--- src/rtl/memwrite_entry_mux.sv ---
// Selects the expected (address, data) table entry addressed by idx.
module memwrite_entry_mux #(
  parameter int ADDR_W  = 32,
  parameter int DATA_W  = 32,
  parameter int NUM_EXP = 2,
  parameter int IDX_W   = 2
)(
  input  logic [IDX_W-1:0]          idx,
  input  logic [NUM_EXP*ADDR_W-1:0] exp_addr,
  input  logic [NUM_EXP*DATA_W-1:0] exp_data,
  output logic [ADDR_W-1:0]         sel_addr,
  output logic [DATA_W-1:0]         sel_data
);

  // Out-of-range idx (only after PASS) yields zeros; the value is never compared then.
  always_comb begin
    sel_addr = '0;
    sel_data = '0;
    for (int i = 0; i < NUM_EXP; i++) begin
      if (idx == IDX_W'(i)) begin
        sel_addr = exp_addr[i*ADDR_W +: ADDR_W];
        sel_data = exp_data[i*DATA_W +: DATA_W];
      end
    end
  end

endmodule

--- config.mk ---
export PLATFORM = sky130hd
export DESIGN_NAME = memwrite_entry_mux
export DESIGN_NICKNAME = d
export VERILOG_FILES = /design/src/rtl/memwrite_entry_mux.sv
export SDC_FILE = /design/constraint.sdc
export NUM_CORES = 1
export LEC_CHECK = 0
export ABC_AREA = 0
export CORE_AREA = 2 2 75 77
export DETAILED_ROUTE_END_ITERATION = 16
export DIE_AREA = 0 0 77 79
export PLACE_DENSITY = 0.83
export SYNTH_ARGS = -nofsm -noshare
export SYNTH_HDL_FRONTEND = slang
export SYNTH_SLANG_ARGS = --single-unit
--- constraint.sdc ---
create_clock -name vclk -period 1.6
set_input_delay 0.32 -clock vclk [all_inputs]
set_output_delay 0.32 -clock vclk [all_outputs]
set_load 0.03 [all_outputs]
==> Word-level counts from Yosys, hierarchy flattened <==
Index checks and enable logic that the tools add are counted.
{ "op_classes": {"eq_ne": 1, "muxes": 4, "reduce_logical": 1} }
{ "op_table": {"columns": ["op", "count"], "rows": [
  ["two-way mux 32 bit", 4],
  ["== test 2 x 1 -> 1 bit (second input constant)", 1],
  ["logical NOT 2 bit", 1]
]} }
{ "word_totals": {"regBits": 0, "input_bits": 130, "elab_cells": 6} }

==> Logic depth before layout (Yosys ltp) <==
{ "depth": {"word_depth": 3, "ltp_mapped": 4, "mapped_depth_nobuf": 2} }

==> Least setup slack after synthesis <==
Ideal clock, no wire load.
{ "synth_timing": {"kind": "input-to-output", "startpoint": "input port idx[0]", "endpoint": "output port sel_addr[0]", "t_arrival_ns": 1.128, "slack_ns": 0.152, "stages": 4, "path_cell_list": "buf_6 > buf_8 > mux2i_1 > nor2_1"} }
{ "synth_between": {"elab_chain_len": 3, "elab_cells_between_ends": 4, "classes_between": "1 x eq/ne; 2 x mux; 1 x reduce/logical"} }
{ "synth_rtl": {"columns": ["element", "line", "text"], "rows": [
  ["start: declaration", "8", "input logic [IDX_W-1:0] idx,"],
  ["logical NOT 2 bit", "20", "if (idx == IDX_W'(i)) begin"],
  ["two-way mux 32 bit", "20", null],
  ["two-way mux 32 bit (*)", "20", null],
  ["end: declaration", "11", "output logic [ADDR_W-1:0] sel_addr,"]
]} }
Every way passes the cells marked *; elsewhere a longest branch is shown, timed or not.

==> Final worst setup path <==
{ "layout_timing": {"startpoint": "input port idx[0]", "endpoint": "output port sel_data[13]"} }
{ "layout_between": {"elab_chain_len": 3, "elab_cells_between_ends": 4, "classes_between": "1 x eq/ne; 2 x mux; 1 x reduce/logical"} }
{ "layout_rtl": {"columns": ["element", "line", "text"], "rows": [
  ["logical NOT 2 bit", "20", null],
  ["two-way mux 32 bit", "20", null],
  ["two-way mux 32 bit (*)", "20", null],
  ["end: declaration", "12", "output logic [DATA_W-1:0] sel_data"]
]} }
Marks and branches as above.

==> reports/qor.yml <==
run_status:
  status: "finished clean"
detailed_routing:
  drt_iter0_drc: 24
  wl_per_cell_microns: 12.2
  vias: 1683
  post_drt_via_cell_ratio: 4.20
  dr.pass1.iters: 4
  drc: 0
  ant_nets: 0
  totalWireLength_microns: 4890
worst_setup_path:
  crit_buf_inv: 3
  crit_slowest_cell: "mux2i_1"
  critPathKind: "input pin to output port"
  path_cells: "buf_4 > buf_12 > mux2i_1 > nor2_1 > buf_4"
  worst_path_dominant_cell_family: "buffers and inverters"
  critPathMaxStageDelay_ns: 0.27
  crit_path_end_kind: "output port"
  critPathLaunchType: "input pin"
  worstPathArrival_ns: 1.23
  crit_start: "idx[0]"
  worstPathRequired_ns: 1.28
  crit_path_frequent_cell: "buf_4"
  cp_max_fo: 23
timing:
  fin_ws_ns: 0.0523
  fmax_ghz: 0.646
  hold_violations: 0
  setup-tns-final_ns: 0
  finalSetupViolations: 0
  fin_crit_ns: 1.55
  relSlewSlack_pct: 86.2
  rsz0062_at_grt: "false"
  worstMarginPinSlew_ns: 0.201
  slew_viol_final: 0
  min_period_over_period_pct: 96.7
grt:
  overflow: 0
  antenna_found_initial: 0
  grt_pass1_wl_microns: 7650
  grt_pass1_vias: 1643
  grt_usage_pct: 14.6
  grt_start_max_net_pins: 35
die:
  dieWidth_microns: 77
  rows: 27
  die_area_sq_um: 6080
  die_y_microns: 79
  io_pins: 194
  initial_utilization_pct: 18.9
  core-area_sq_um: 5340
cells_and_area:
  final_nets: 461
  nClkBuffers: 0
  flops_and_latches: 0
  ff_latch_area_sq_um: 0
  multi_input_area_sq_um: 881
  n_fill_cell: 505
  layout-drive-gt1-share_pct: 22.2
  areaGrowthSynthToFinish_pct: 182
  antenna_cells: 0
synthesis:
  synth_top_family_by_area: "multiplexers"
  ys_seq_area_share_pct: 0
  synthXorXnorAreaFrac_pct: 0
  synth-compound-area-share_pct: 0
  synth.distinct_cells: 6
  synth-simple-area-share_pct: 23.8
  netlist_area_sq_um: 1010
  synth_nets: 272
  syn_area_per_cell_sq_um: 7.11
  synth_adder_area_share_pct: 0
  yosysWarnings: 0
  yosysTopAreaCellShare_pct: 63.4
  synth_top_area_cell: "mux2i_1"
  muxShareOfSynthArea_pct: 63.4
  synth_area_leaders: "mux2i_1, nor2_1, buf_8, buf_1, buf_6"
  synthCells: 142
power_and_ir_drop:
  power_density_nw_per_um2: 332
  irDropWorstVdd_mv: 0.195
  power.leakage_uw: 0.00139
hold_path:
  hold_start: "idx[0]"
  hp-class: "input pin to output port"
clocking:
  post_cts_resized: 0
  ctsHoldBuffers: 0
  post_cts_buffers: 0
place:
  pre_cts_ws_ns: 0.0485
  hpwl_microns: 4170
  gp_congestion: 0.681
  io_buffers: 194
run:
  maxCapViolCount: 0
==> layout make-up <==
cell class,count,share of cell area (%)
Tap cell,72,3.16
Multi-Input combinational cell,128,30.9
Timing Repair Buffer,201,65.9
==> cells in the final DEF (no fill, tap or decap) <==
cell type / synthesis / routed
buf_2: 0 / 1
mux2i_1: 64 / 64
clkdlybuf4s50_1: 0 / 128
buf_4: 0 / 68
nor2_1: 64 / 64
buf_12: 0 / 4
==> power by group <==
group          switching (uW)  internal [uW]  leakage, uW
sequential                  0              0            0
combinational             426            520      0.00139
clock                       0              0            0
==> path summary, 6_finish.rpt <==
check	cells past startpoint	to	slack, ns
worst max-delay path	5	sel_data[13]	0.05
worst min-delay path	4	sel_addr[8]	1.15
==> cell usage after synthesis <==
cell       n
mux2i_1   64
nor2_1    64
buf_1      6
buf_8      6
buf_6      1
clkbuf_2   1
==> metrics by stage <==
| stage | instances | util (%) | instance area (sq um) | hold slack (ns) | total power [uW] |
|---|---|---|---|---|---|
| after floorplan | 142 | - | 1010 | 0.888 | 445 |
| after global placement | 401 | 53.4 | 2850 | 1.14 | 939 |
| after detailed placement | 401 | 53.4 | 2850 | 1.15 | 950 |
| after CTS | 401 | 53.4 | 2850 | 1.16 | 953 |
| after global routing | 401 | 53.4 | 2850 | 1.17 | 1000 |
| final | 401 | 53.4 | 2850 | 1.15 | 946 |
==> cell families after synthesis <==
kind of cell	count (synthesis)
AND/OR/NAND/NOR	64
buffers and inverters	14
multiplexers	64
==> per-layer routing <==
metal	vias up	global-route usage (%)	share of wire, %
met5	-	0	0
met4	0	0.536	0.39
met3	2	2.73	10
met2	102	29.8	52
met1	725	16.3	37
li1	854	-	-
Power figures use the tool's default switching activity.
